===== src/rtl/esm_instr_feeder_if.sv =====
// Fetch-to-feeder instruction channel: fetch drives valid/instr, the feeder returns ready.
// A word transfers on any rising edge where fetch_valid && fetch_ready are both high.
interface esm_instr_feeder_if #(
    parameter int Instruction_word_size = 32
);
    logic                             fetch_valid;
    logic [Instruction_word_size-1:0] fetch_instr;
    logic                             fetch_ready;

    modport master (output fetch_valid, output fetch_instr, input fetch_ready);
    modport slave  (input fetch_valid, input fetch_instr, output fetch_ready);
endinterface


===== src/rtl/esm_instr_feeder.sv =====
// ESM feed stage: FIFO-buffers fetched RV32I words, predecodes RegWrite/ALUSrc, emits one per cycle.
// Optional macro ESM_FEED_RD0_SUPPRESS_EN forces RegWrite low for any word with rd == x0.
module esm_instr_feeder #(
    parameter int Instruction_word_size = 32,
    parameter int DEPTH                 = 4
) (
    input  logic                             clk,
    input  logic                             rst,
    esm_instr_feeder_if.slave                fetch,
    input  logic                             hold,
    input  logic                             flush,
    output logic [Instruction_word_size-1:0] Instr_out,
    output logic                             RegWrite,
    output logic                             ALUSrc,
    output logic                             out_valid,
    output logic [$clog2(DEPTH):0]           count
);

    localparam int PW = $clog2(DEPTH);
    localparam int CW = PW + 1;

    logic [Instruction_word_size-1:0] mem [DEPTH];
    logic [PW-1:0]                    wr_ptr;
    logic [PW-1:0]                    rd_ptr;

    logic                             push;
    logic                             empty;
    logic                             pop;
    logic                             bypass;
    logic                             fifo_wr;
    logic [Instruction_word_size-1:0] load_word;
    logic [1:0]                       load_pd;
    logic                             load_rw;
    logic                             load_alu;

    // Returns {RegWrite, ALUSrc} for an RV32I opcode.
    function automatic logic [1:0] predecode(input logic [6:0] opcode);
        logic [1:0] pd;
        pd = 2'b00;
        case (opcode)
            7'b0110011: pd = 2'b10;
            7'b0010011: pd = 2'b11;
            7'b0000011: pd = 2'b11;
            7'b0110111: pd = 2'b11;
            7'b0010111: pd = 2'b11;
            7'b1100011: pd = 2'b00;
            7'b0100011: pd = 2'b01;
            7'b1101111: pd = 2'b10;
            7'b1100111: pd = 2'b11;
            default:    pd = 2'b00;
        endcase
        return pd;
    endfunction

    always_comb begin
        // Ready is based on registered occupancy only; a same-cycle pop does not free a slot.
        fetch.fetch_ready = !rst && (count != CW'(DEPTH));
        push      = fetch.fetch_valid && fetch.fetch_ready;
        empty     = (count == '0);
        pop       = !flush && !hold && !empty;
        bypass    = !flush && !hold && empty && push;
        fifo_wr   = push && !flush && !bypass;
        load_word = '0;
        if (pop)
            load_word = mem[rd_ptr];
        else if (bypass)
            load_word = fetch.fetch_instr;
        load_pd   = predecode(load_word[6:0]);
`ifdef ESM_FEED_RD0_SUPPRESS_EN
        load_rw   = load_pd[1] && (load_word[11:7] != 5'd0);
`else
        load_rw   = load_pd[1];
`endif
        load_alu  = load_pd[0];
    end

    always_ff @(posedge clk) begin
        if (fifo_wr)
            mem[wr_ptr] <= fetch.fetch_instr;
    end

    always_ff @(posedge clk) begin
        if (rst || flush) begin
            wr_ptr <= '0;
            rd_ptr <= '0;
            count  <= '0;
        end else begin
            if (fifo_wr)
                wr_ptr <= wr_ptr + 1'b1;
            if (pop)
                rd_ptr <= rd_ptr + 1'b1;
            case ({fifo_wr, pop})
                2'b10:   count <= count + 1'b1;
                2'b01:   count <= count - 1'b1;
                default: count <= count;
            endcase
        end
    end

    // Flush loads an all-zero word, which predecodes to a clean bubble.
    always_ff @(posedge clk) begin
        if (rst) begin
            Instr_out <= '0;
            RegWrite  <= 1'b0;
            ALUSrc    <= 1'b0;
            out_valid <= 1'b0;
        end else if (flush || !hold) begin
            Instr_out <= load_word;
            RegWrite  <= load_rw;
            ALUSrc    <= load_alu;
            out_valid <= pop || bypass;
        end
    end

endmodule


===== src/flat_wrapper.sv =====
// flat-port wrapper written by rule: the top's interface ports become plain ports
module esm_instr_feeder_flat 
#(
    parameter int Instruction_word_size = 32,
    parameter int DEPTH                 = 4
)
  (clk, rst, hold, flush, Instr_out, RegWrite, ALUSrc, out_valid, count, fetch_fetch_valid, fetch_fetch_instr, fetch_fetch_ready);
  esm_instr_feeder_if #(.Instruction_word_size(Instruction_word_size)) fetch_i ();
  input  logic clk;
  input  logic rst;
  input  logic hold;
  input  logic flush;
  output logic [Instruction_word_size-1:0] Instr_out;
  output logic RegWrite;
  output logic ALUSrc;
  output logic out_valid;
  output logic [$clog2(DEPTH):0] count;
  input wire logic [$bits(fetch_i.fetch_valid)-1:0] fetch_fetch_valid;
  input wire logic [$bits(fetch_i.fetch_instr)-1:0] fetch_fetch_instr;
  output wire logic [$bits(fetch_i.fetch_ready)-1:0] fetch_fetch_ready;
  assign fetch_i.fetch_valid = fetch_fetch_valid;
  assign fetch_i.fetch_instr = fetch_fetch_instr;
  assign fetch_fetch_ready = fetch_i.fetch_ready;
  esm_instr_feeder #(.Instruction_word_size(Instruction_word_size), .DEPTH(DEPTH)) u_core (.clk(clk), .rst(rst), .fetch(fetch_i), .hold(hold), .flush(flush), .Instr_out(Instr_out), .RegWrite(RegWrite), .ALUSrc(ALUSrc), .out_valid(out_valid), .count(count));
endmodule

===== config.mk =====
export PLATFORM = sky130hd
export DESIGN_NAME = esm_instr_feeder_flat
export DESIGN_NICKNAME = d
export VERILOG_FILES = /design/src/rtl/esm_instr_feeder_if.sv /design/src/rtl/esm_instr_feeder.sv /design/src/flat_wrapper.sv
export SDC_FILE = /design/constraint.sdc
export NUM_CORES = 1
export LEC_CHECK = 0
export ABC_AREA = 1
export ABC_CLOCK_PERIOD_IN_PS = 7750
export CORE_ASPECT_RATIO = 2
export CORE_UTILIZATION = 55
export CTS_CLUSTER_SIZE = 28
export DETAILED_ROUTE_END_ITERATION = 8
export DONT_BUFFER_PORTS = 1
export MAX_ROUTING_LAYER = met4
export PLACE_DENSITY_LB_ADDON = 0.05
export SLEW_MARGIN = 20
export SYNTH_ARGS = -nofsm -noshare
export SYNTH_HDL_FRONTEND = slang
export SYNTH_SLANG_ARGS = --single-unit

===== constraint.sdc =====
create_clock -name clk -period 7.75 [get_ports clk]
set_input_delay 1.1625 -clock clk [delete_from_list [all_inputs] [get_ports clk]]
set_output_delay 1.1625 -clock clk [all_outputs]
set_load 0.01 [all_outputs]

Yosys cells after proc, flatten, opt, wreduce, memory -nomap -nowiden
Memory sizes are Yosys's and may differ from the RTL's. A register that Yosys moved wholly into a read port is not among the register bits.
Index checks and enable logic that the tools add are counted.
- word-level logic and storage cells: 51
- output and inout port bits: 39
- register bits: 42
- input bits: 37
- memory bits (writable): 128
- memories kept: 1
- equal/unequal tests: 11
- reduce and logical (&&, ||, !) cells: 20
- add/sub/neg operators: 4
- multiplexer cells: 8
- memory list (memory ; words ; width ; rd ports ; clocked after Yosys merged registers in ; write ports ; line ; text):
    u_core.mem ; 4 ; 32 ; 1 ; 1 ; 1 ; esm_instr_feeder.sv:22 ; logic [Instruction_word_size-1:0] mem [DEPTH];
- operator list (operator ; count):
    2-to-1 mux 32 bit ; 2
    equality test 7 x 6 -> 1 bit, second input constant ; 3
    equality test 7 x 5 -> 1 bit, second input constant ; 2
    equality test 7 bit, second input constant ; 2
    logical AND 1 bit ; 8
    equality test 7 x 2 -> 1 bit, second input constant ; 1
    one-hot mux 2 bit (3 select lines) ; 1
    one-hot mux 3 bit (2 select lines) ; 1
    logical NOT 1 bit ; 5
    OR reduction 5 bit ; 1
    adder 2 x 1 -> 2 bit, second input constant ; 2
    2-to-1 mux 2 bit ; 2
    adder 3 x 1 -> 3 bit, second input constant ; 1
    logical NOT 3 bit ; 1
    logical OR 1 bit ; 3
    != test 3 bit, second input constant ; 1
    subtractor 3 x 1 -> 3 bit, second input constant ; 1
    equality test 2 x 1 -> 1 bit, second input constant ; 1
    equality test 2 bit, second input constant ; 1
    2-to-1 mux 1 bit ; 2
    nonzero test 2 bit ; 1
    OR reduction 2 bit ; 1

Logic depth before layout (Yosys ltp)
Gate-level depths: netlist of run 1.
- depth in word-level cells: 9
- depth in mapped cells: 13
- gate-level depth less buffers: 13

Worst setup path after synthesis of run 1
Ideal clock, no wire load.
- path type: input -> register
- start point: in rst
- end point: mem u_core.mem[0][0], enable pin
- data arrival time: 3.146 ns
- required time: 7.329 ns
- setup slack: 4.182 ns
- setup time: 0.421 ns
- stages: 3
- buffers on the path: 0
- path through: a21oi_1 nand4_1 nor2_1
- word-level cells in the longest chain between the ends: 8
- elaborated cells between the ends (all ways): 9
- those cells by class: mux: 2; reduce/logical: 7
- RTL lines (element ; line ; text):
    start, declared ; flat_wrapper.sv:10 ; input logic rst;
    logical NOT 1 bit (*) ; esm_instr_feeder.sv:57 ; fetch.fetch_ready = !rst && (count != CW'(DEPTH));
    logical AND 1 bit (*) ; esm_instr_feeder.sv:57 ;
    logical AND 1 bit (*) ; esm_instr_feeder.sv:58 ; push = fetch.fetch_valid && fetch.fetch_ready;
    logical AND 1 bit ; esm_instr_feeder.sv:61 ; bypass = !flush && !hold && empty && push;
    logical NOT 1 bit ; esm_instr_feeder.sv:62 ; fifo_wr = push && !flush && !bypass;
    logical AND 1 bit (*) ; esm_instr_feeder.sv:62 ;
    2-to-1 mux 1 bit (*) ; esm_instr_feeder.sv:78 ; if (fifo_wr)
    2-to-1 mux 1 bit (not written as such) (*) ; esm_instr_feeder.sv:79 ; mem[wr_ptr] <= fetch.fetch_instr;
    end, declared ; esm_instr_feeder.sv:22 ;
Mark *: on every way between the ends. The rest lies on a longest branch, timed or not.

Final worst setup path of run 1
- start point: in rst
- end point: mem u_core.mem[2][8], enable pin
The elaborated chain is that of the path after synthesis.

==> results of run 1 <==
[layout make-up]
cell class / instances / area (um^2) / share of cell area
Sequential cell: 172 / 4730 / 0.620
Multi-Input combinational cell: 385 / 1910 / 0.250
Clock buffer: 18 / 429 / 0.0563
Tap cell: 147 / 184 / 0.0241
Clock inverter: 14 / 181 / 0.0238
Inverter: 36 / 135 / 0.0177
Timing Repair Buffer: 5 / 57.6 / 0.00755
[synthesized netlist by cell type, drive strengths merged]
cell and n:
nand2 142, edfxtp 128, nor2 80, o21ai 62
dfxtp 44, inv 36, a31oi 25, o22ai 25
clkbuf 21, nand3 19, a21oi 14, buf 12
ha 5, nor3 3, o211ai 3, nand3b 2
nand4 2, fa 1, or2 1, xor2 1
[metal layers]
metal	wire, um	share of wire
met5	0	0
met4	203	0.014
met3	720	0.050
met2	7910	0.55
met1	5490	0.38
[through the flow]
step                      area (um^2)  power, mW  hold slack [ps]
final                            7620       1.91              473
after global routing             7620       1.96              499
after CTS                        7590       1.92              481
after detailed placement         6980       1.06              465
after global placement           6980       1.06              447
after floorplan                  6890       1.06              436
[critical path: cells and delay by family]
kind / cells / cell delay [ps]
compound gates: 1 / 250
simple gates: 2 / 1600
[logic make-up after synthesis]
kind of cell	after synthesis
simple gates	249
fa+ha+maj	6
buf+inv	69
compound gates	129
xor+xnor	1
flops	172
[state kept, by name (all words and copies together), names as in the netlist, named ones only]
signal	count
u_core.Instr_out	32
u_core.rd_ptr	2
u_core.ALUSrc	1
u_core.mem	128
u_core.RegWrite	1
u_core.wr_ptr	2
u_core.count	3
u_core.out_valid	1
[power groups by stage]
| stage | combinational (mW) | clock (mW) | sequential, mW |
|---|---|---|---|
| 2_1_floorplan | 0.0313 | 0 | 1.02 |
| 3_3_place_gp | 0.0378 | 0 | 1.03 |
| 3_5_place_dp | 0.0388 | 0 | 1.03 |
| 4_1_cts | 0.0390 | 0.879 | 1.01 |
| 5_1_grt | 0.0451 | 0.909 | 1.01 |
| 6_report | 0.0397 | 0.869 | 1.01 |
[worst max path at each step]
stage                     from                end  slack [ps]  cells after the start
after floorplan            rst   u_core.mem[0][0]        4180                      3
after global placement     rst  u_core.mem[0][10]        4320                      3
after detailed placement   rst  u_core.mem[0][30]        4260                      3
after CTS                  rst   u_core.mem[0][8]        4700                      3
after global routing       rst    u_core.count[2]        4530                      9
final                      rst   u_core.mem[2][8]        4750                      3
==> impl_metrics.json, run 1 <==
{
  "status": "completed",
  "final_cells": 777,
  "antenna_found_initial": 0,
  "internal-power_mw": 1.53,
  "regToRegStartpoint": "u_core.count[0]",
  "finalSetupTns_ps": 0,
  "num_vias": 4510,
  "r2r_setup_slack_ps": 4860,
  "rr_endpoint": "u_core.mem[2][8]",
  "area_delta_synth_final_pct": 10.6,
  "gr-total-overflow": 0,
  "rsz0062_at_grt": "no",
  "post_drt_wl_per_cell_um": 18.4,
  "holdBufCountCts": 0,
  "nets": 660,
  "muxShareOfSynthArea": 0,
  "path_cells": "a21oi_1 -> nand4_1 -> nor2_4",
  "io_pins": 76,
  "synthAdderAreaFrac": 0.0120,
  "powerDensity_nw_per_um2": 251,
  "die_h_um": 160,
  "crit_path_end_kind": "flip-flop",
  "post_drt_via_cell_ratio": 5.80,
  "finalMaxSlewViolations": 0,
  "clock_tree.buffer_depth": 2,
  "wl_mm": 14.3,
  "htree_levels": 4,
  "firstDrtPassIters": 5,
  "syn_inst": 626,
  "cp.required_ps": 7780,
  "clk_latency_ps": 420,
  "mostFrequentLayoutCells": "nand2_1, edfxtp_1, nor2_1, o21ai_0, dfxtp_1",
  "fin_skew_ps": 8.79,
  "synth-xor-area-share": 0.00127,
  "drc": 0,
  "layout.cells.most_common": "nand2_1",
  "pre_cts_slack_ps": 4260,
  "p_seq_frac": 0.525,
  "die_w_um": 81.1,
  "grtUsageMet3": 0.0520,
  "rows": 57,
  "synth_compound_area_frac": 0.104,
  "core_um2": 12200,
  "cp_max_fo": 32,
  "global_route.usage.met1": 0.261,
  "cts_resized": 0,
  "grt_usage": 0.243,
  "gr-usage-met2": 0.430,
  "io_buffers": 0,
  "hp-start": "u_core.rd_ptr[0]",
  "arrival_ps": 3030,
  "maxCapViolCount": 0,
  "combPwrFrac": 0.021,
  "holdPathStages": 1,
  "utilization": 0.625,
  "postCtsSetupBuffers": 0,
  "ff2ff_path_depth": 4,
  "switching_share": 0.203,
  "switchingPower_mw": 0.389,
  "peakVddDrop_mv": 0.180,
  "yosys_warnings": 0,
  "antenna_cells": 0,
  "antenna_left": 0,
  "synth_top_family_by_area": "simple AND/OR/NAND/NOR gates",
  "cp-start-kind": "primary input",
  "hold_viol_final": 0,
  "fmax_mhz": 334,
  "tightest_slew_ps": 1050,
  "dp.cells": 744,
  "cp_slowest_cell": "nor2_4",
  "syn_area_um2": 6890,
  "cts_made_buffers": 17,
  "grt_pass1_wl_mm": 22.3,
  "hold_end": "u_core.rd_ptr[0]",
  "tritoncts": "built",
  "grt_max_degree": 70,
  "syn_nets": 669,
  "synth_top_area_frac": 0.558,
  "start_util": 0.565,
  "drive_gt1_frac": 0.0968,
  "synth-seq-cells": 172,
  "slew-limit-headroom": 0.295,
  "clock_sinks": 172,
  "setup_viol": 0,
  "avgSynthCellArea_um2": 11.0,
  "clkPwrFrac": 0.454,
  "drt-initial-drc-count": 231,
  "synth.distinct_cells": 30,
  "grt-busiest-layer": "met2",
  "yosys.area_share.simple": 0.154,
  "grt_pass1_vias": 4510,
  "post-route-min-period_ps": 3000,
  "n_fill_cell": 1008,
  "root_buffer": "clkbuf_16",
  "gp_congestion": 0.708,
  "fin_crit_sh": 0.387,
  "worst-setup-path-type": "primary input to flip-flop",
  "clkTransAtPathRegs_ps": 70,
  "fin_ws_ps": 4750,
  "dp_hpwl_mm": 8.33,
  "seq_area_frac_synth": 0.686,
  "die-area_um2": 13000,
  "worst_path_largest_cell_delay_ps": 1030,
  "synthTopCellsByArea": "edfxtp_1, dfxtp_1, nand2_1, o21ai_0, nor2_1",
  "synth_top_area_cell": "edfxtp_1",
  "leakagePower_nw": 2.63,
  "hold_class": "flip-flop to flip-flop"
}
Note: power is estimated with default switching activity, not from simulation.
==> run 2, diff against run 1 <==
--- a/config.mk
+++ b/config.mk
@@ -6,7 +6,7 @@
 export NUM_CORES = 1
 export LEC_CHECK = 0
 export ABC_AREA = 1
-export ABC_CLOCK_PERIOD_IN_PS = 7750
+export ABC_CLOCK_PERIOD_IN_PS = 2900
 export CORE_ASPECT_RATIO = 2
 export CORE_UTILIZATION = 55
 export CTS_CLUSTER_SIZE = 28
==> constraint.sdc (replaced) <==
create_clock -name clk -period 2.9 [get_ports clk]
set_input_delay 0.435 -clock clk [delete_from_list [all_inputs] [get_ports clk]]
set_output_delay 0.435 -clock clk [all_outputs]
set_load 0.01 [all_outputs]
==> run 2 against run 1 <==
- non-clock buffer count rose by 7
- utilization fell by 0.13 points
- sequential cell count did not move
- global-route usage rose by 0.63 points
- worst hold slack got worse by 390 ps
- clock-buffer cell count rose by 2
- combinational power rose to 2.6 times the previous value
- critical endpoint is now u_core.count[2]
- largest cell class unchanged
- largest power group unchanged
==> impl_metrics.json, run 2 (synthesized netlist as in run 1, its figures left out) <==
{
  "status": "completed",
  "switching_share": 0.202,
  "rsz0062_at_grt": "no",
  "total_power_mw": 4.91,
  "cp_max_fo": 8,
  "dp.cells": 752,
  "post_drt_via_cell_ratio": 5.77,
  "regArea_um2": 4730,
  "cts_made_buffers": 17,
  "setup_viol": 0,
  "reg.largest.list": "u_core.mem: 128 flops, u_core.Instr_out: 32 flops, u_core.count: 3 flops",
  "dpl_cell_area_um2": 7040,
  "dp_hpwl_mm": 8.62,
  "switchingPower_mw": 0.992,
  "die_h_um": 160,
  "post-route-min-period_ps": 2330,
  "wl_mm": 14.5,
  "largest_reg_flops": 128,
  "start_util": 0.565,
  "grt_pass1_vias": 4426,
  "die_w_um": 81.1,
  "slew-limit-headroom": 0.408,
  "final_cell_area_um2": 7610,
  "arrival_ps": 2620,
  "clock_sinks": 172,
  "drive_gt1_frac": 0.104,
  "cp-start-kind": "flip-flop",
  "mostFrequentLayoutCells": "nand2_1, edfxtp_1, nor2_1, o21ai_0, dfxtp_1",
  "area_delta_synth_final_pct": 10.4,
  "cts_resized": 0,
  "internal-power_mw": 3.91,
  "die-area_um2": 13000,
  "worst-setup-path-type": "flip-flop to flip-flop",
  "leakagePower_nw": 2.63,
  "finalMaxSlewViolations": 0,
  "core_um2": 12200,
  "io_buffers": 0,
  "grt_max_degree": 69,
  "n_fill_cell": 979,
  "clk_latency_ps": 410,
  "postCtsSetupBuffers": 0,
  "drc": 0,
  "powerDensity_nw_per_um2": 645,
  "antenna_cells": 0,
  "rows": 57,
  "final_cells": 784,
  "post_drt_wl_per_cell_um": 18.6,
  "nets": 667,
  "tritoncts": "built",
  "crit_path_end_kind": "flip-flop",
  "clkTransAtPathRegs_ps": 60,
  "fin_crit_sh": 0.802,
  "fin_skew_ps": 9.41,
  "grt_pass1_wl_mm": 22.5,
  "peakVddDrop_mv": 0.457,
  "hold_viol_final": 0,
  "grt_usage": 0.249,
  "tightest_slew_ps": 888,
  "p_seq_frac": 0.548,
  "cp.required_ps": 3190,
  "gp_congestion": 0.741,
  "antenna_found_initial": 0,
  "layout.cells.most_common": "nand2_1",
  "top_register": "u_core.mem",
  "clkPwrFrac": 0.431,
  "fmax_mhz": 430,
  "drt-initial-drc-count": 242,
  "htree_levels": 4,
  "root_buffer": "clkbuf_16",
  "combPwrFrac": 0.021,
  "clock_tree.buffer_depth": 2,
  "num_vias": 4527,
  "multi_input_area_um2": 1910,
  "firstDrtPassIters": 4,
  "whs_ps": 86.5,
  "io_pins": 76,
  "maxCapViolCount": 0,
  "antenna_left": 0,
  "hold_class": "primary input to flip-flop",
  "gr-total-overflow": 0,
  "holdBufCountCts": 0
}
-- run 2: changes by cell type in the layout (fill, tap and decap cells not counted), sizes merged --
cell	previous run	this run
bufinv	3	1
clkbuf	18	20
buf	5	12
clkinv	2	3
inv	42	39
clkinvlp	3	5
-- run 2: final timing paths --
check	cells past startpoint	endpoint	from	slack (ps)
worst max-delay path	11	u_core.count[2]	u_core.count[0]	570
worst min register to register	2	u_core.rd_ptr[1]	u_core.rd_ptr[1]	470
worst max register to register	11	u_core.count[2]	u_core.count[0]	570
worst min-delay path	1	u_core.Instr_out[23]	rst	90
-- run 2: critical path, cell delays in order, from the launching register on --
cell and delay [ps]:
dfxtp_1 390, nor2_4 230, a21oi_1 170, nand4_1 110, buf_4 210, ha_1 170, inv_1 70, fa_1 390
o21ai_0 180, a21oi_1 80, o21ai_0 150, a21oi_1 50
-- run 2: routing by layer --
layer	up-vias	part of all wire	GRT usage
met5	-	0	-
met4	0	0.017	0.0885
met3	15	0.046	0.0674
met2	125	0.55	0.421
met1	2222	0.39	0.275
li1	2165	-	-
-- run 2: area by class of cell --
class / instances / area share
Clock buffer: 20 / 0.0587
Clock inverter: 12 / 0.0151
Inverter: 36 / 0.0178
Multi-Input combinational cell: 385 / 0.251
Timing Repair Buffer: 12 / 0.0118
Sequential cell: 172 / 0.621
Tap cell: 147 / 0.0242
-- run 2: stage by stage --
step / util / setup slack (ps) / TNS (ps)
detailed placement: 0.578 / 573 / 0
floorplan: - / -59.2 / -7570
global route: 0.624 / 405 / 0
global placement: 0.578 / 630 / 0
finish: 0.624 / 574 / 0
CTS: 0.624 / 554 / 0
-- run 2: power groups by stage --
stage | clock (mW) | combinational (mW) | sequential [mW]
3_3_place_gp | 0 | 0.104 | 2.74
2_1_floorplan | 0 | 0.0836 | 2.74
3_5_place_dp | 0 | 0.107 | 2.74
4_1_cts | 2.14 | 0.107 | 2.69
5_1_grt | 2.23 | 0.118 | 2.69
6_report | 2.11 | 0.105 | 2.69
==> run 3, diff against run 2 <==
--- a/config.mk
+++ b/config.mk
@@ -6,7 +6,7 @@
 export NUM_CORES = 1
 export LEC_CHECK = 0
 export ABC_AREA = 1
-export ABC_CLOCK_PERIOD_IN_PS = 2900
+export ABC_CLOCK_PERIOD_IN_PS = 2270
 export CORE_ASPECT_RATIO = 2
 export CORE_UTILIZATION = 55
 export CTS_CLUSTER_SIZE = 28
==> constraint.sdc (replaced) <==
create_clock -name clk -period 2.27 [get_ports clk]
set_input_delay 0.3405 -clock clk [delete_from_list [all_inputs] [get_ports clk]]
set_output_delay 0.3405 -clock clk [all_outputs]
set_load 0.01 [all_outputs]
==> run 3 against run 2 <==
- cell count grew 6.1%
- clock power grew 46%
- worst hold slack lost 72 ps
- critical path depth shrank 1
- sequential share of layout area shrank 4.3 points
- non-clock buffer count grew 48
- combinational power grew 110%
- clock-buffer cell count shrank 3
- via count grew 5.4%
- setup slack lost 410 ps
- maximum frequency grew 11%
- largest cell class unchanged
- critical endpoint unchanged
- total power grew 37%
==> impl_metrics.json, run 3 (synthesized netlist as in run 1, its figures left out) <==
{
  "grt_pass1_vias": 4740,
  "holdPathStages": 0,
  "leakagePower_nw": 2.90,
  "mostFrequentLayoutCells": "nand2_1, edfxtp_1, nor2_1, o21ai_0, dfxtp_1",
  "crit_path_end_kind": "flip-flop",
  "post_drt_via_cell_ratio": 5.73,
  "finalSetupTns_ps": 0,
  "htree_levels": 4,
  "num_vias": 4770,
  "gr-total-overflow": 0,
  "die_w_um": 81.1,
  "r2r_setup_slack_ps": 170,
  "start_util": 0.565,
  "drt-initial-drc-count": 310,
  "clock_tree.buffer_depth": 2,
  "area_delta_synth_final_pct": 18.5,
  "clock_sinks": 172,
  "pre_cts_slack_ps": 170,
  "io_pins": 76,
  "n_fill_cell": 932,
  "grt_pass1_wl_mm": 23.8,
  "whs_ps": 14.8,
  "clkTransAtPathRegs_ps": 60,
  "fin_skew_ps": 10.0,
  "setup_viol": 0,
  "clk_latency_ps": 420,
  "slew-limit-headroom": 0.679,
  "antenna_left": 0,
  "post_drt_wl_per_cell_um": 18.6,
  "rows": 57,
  "firstDrtPassIters": 5,
  "ff2ff_path_depth": 10,
  "antenna_found_initial": 0,
  "drive_gt1_frac": 0.120,
  "antenna_cells": 0,
  "total_power_mw": 6.73,
  "peakVddDrop_mv": 0.642,
  "arrival_ps": 2400,
  "worst-setup-path-type": "flip-flop to flip-flop",
  "drc": 0,
  "hold_viol_final": 0,
  "reg.largest.list": "u_core.mem: 128 flops, u_core.Instr_out: 32 flops, u_core.count: 3 flops",
  "status": "completed",
  "fin_ws_ps": 166,
  "rsz0062_at_grt": "no",
  "die_h_um": 160,
  "post-route-min-period_ps": 2100,
  "multi_input_area_um2": 1910,
  "wl_mm": 15.5,
  "powerDensity_nw_per_um2": 825,
  "hold_class": "primary input to flip-flop",
  "gp_congestion": 0.753,
  "cp_max_fo": 4,
  "layout.cells.most_common": "nand2_1",
  "tritoncts": "built",
  "root_buffer": "clkbuf_16",
  "largest_reg_flops": 128,
  "finalMaxSlewViolations": 0,
  "fin_crit_sh": 0.927,
  "die-area_um2": 13000,
  "core_um2": 12200,
  "io_buffers": 0,
  "utilization": 0.670,
  "cp.required_ps": 2570,
  "cp-start-kind": "flip-flop",
  "grt_usage": 0.261,
  "regArea_um2": 4730,
  "maxCapViolCount": 0,
  "tightest_slew_ps": 481,
  "cts_made_buffers": 17,
  "dp_hpwl_mm": 9.30,
  "grt_max_degree": 49,
  "top_register": "u_core.mem",
  "nets": 715,
  "fmax_mhz": 475
}
-- run 3: cell count changes in the layout (fill, tap and decap cells not counted), sizes merged --
cell	before	now
dlygate4sd3	0	35
buf	12	25
bufinv	1	4
clkbuf	20	17
clkinvlp	5	3
clkinv	3	4
inv	39	40
-- run 3: routing by layer --
layer	GRT usage	wire length (um)	up-vias	share of wire
li1	-	-	2276	-
met4	0.0755	194	0	0.013
met3	0.0623	724	15	0.047
met5	-	0	-	0
met1	0.280	5970	2354	0.39
met2	0.462	8570	125	0.55
-- run 3: final timing paths --
| path | from | endpoint |
|---|---|---|
| setup reg to reg | u_core.count[1] | u_core.count[2] |
| setup / recovery | u_core.count[1] | u_core.count[2] |
| hold reg to reg | u_core.rd_ptr[1] | flip-flop |
| hold / removal | fetch_fetch_instr[11] | u_core.mem[0][11] |
-- run 3: what timing repair did --
item,4_1_cts,5_1_grt
hold buffers,22,14
setup endpoints to repair,0,1
hold endpoints to repair,93,37
gates resized for setup,0,0
setup buffers,0,0
-- run 3: power by group --
part           leakage, nW  internal, mW  switching (mW)  total [mW]
logic                 1.08        0.0923           0.132       0.224
registers             1.51          3.41          0.0232        3.43
clock network        0.304          1.86            1.22        3.08
total                 2.90          5.36            1.37        6.73
-- run 3: cell type report --
class / count / share of cell area
Sequential cell: 172 / 0.579
Tap cell: 147 / 0.0225
Multi-Input combinational cell: 385 / 0.234
Inverter: 36 / 0.0165
Clock inverter: 15 / 0.0257
Clock buffer: 17 / 0.0521
Timing Repair Buffer: 60 / 0.0705
-- run 3: worst max-delay path, cell delays in order, from the launching register on --
cell and delay [ps]:
dfxtp_1 390, nor2_4 230, nand3_4 140, nand4_1 160
ha_1 160, inv_1 70, fa_1 380, o21ai_0 160
a21oi_1 70, o21ai_0 170, a21oi_1 50
-- run 3: stage by stage --
step	cells	instance area (um^2)
floorplan	626	6900
global placement	764	7160
detailed placement	764	7160
CTS	818	8030
global route	832	8170
finish	832	8170
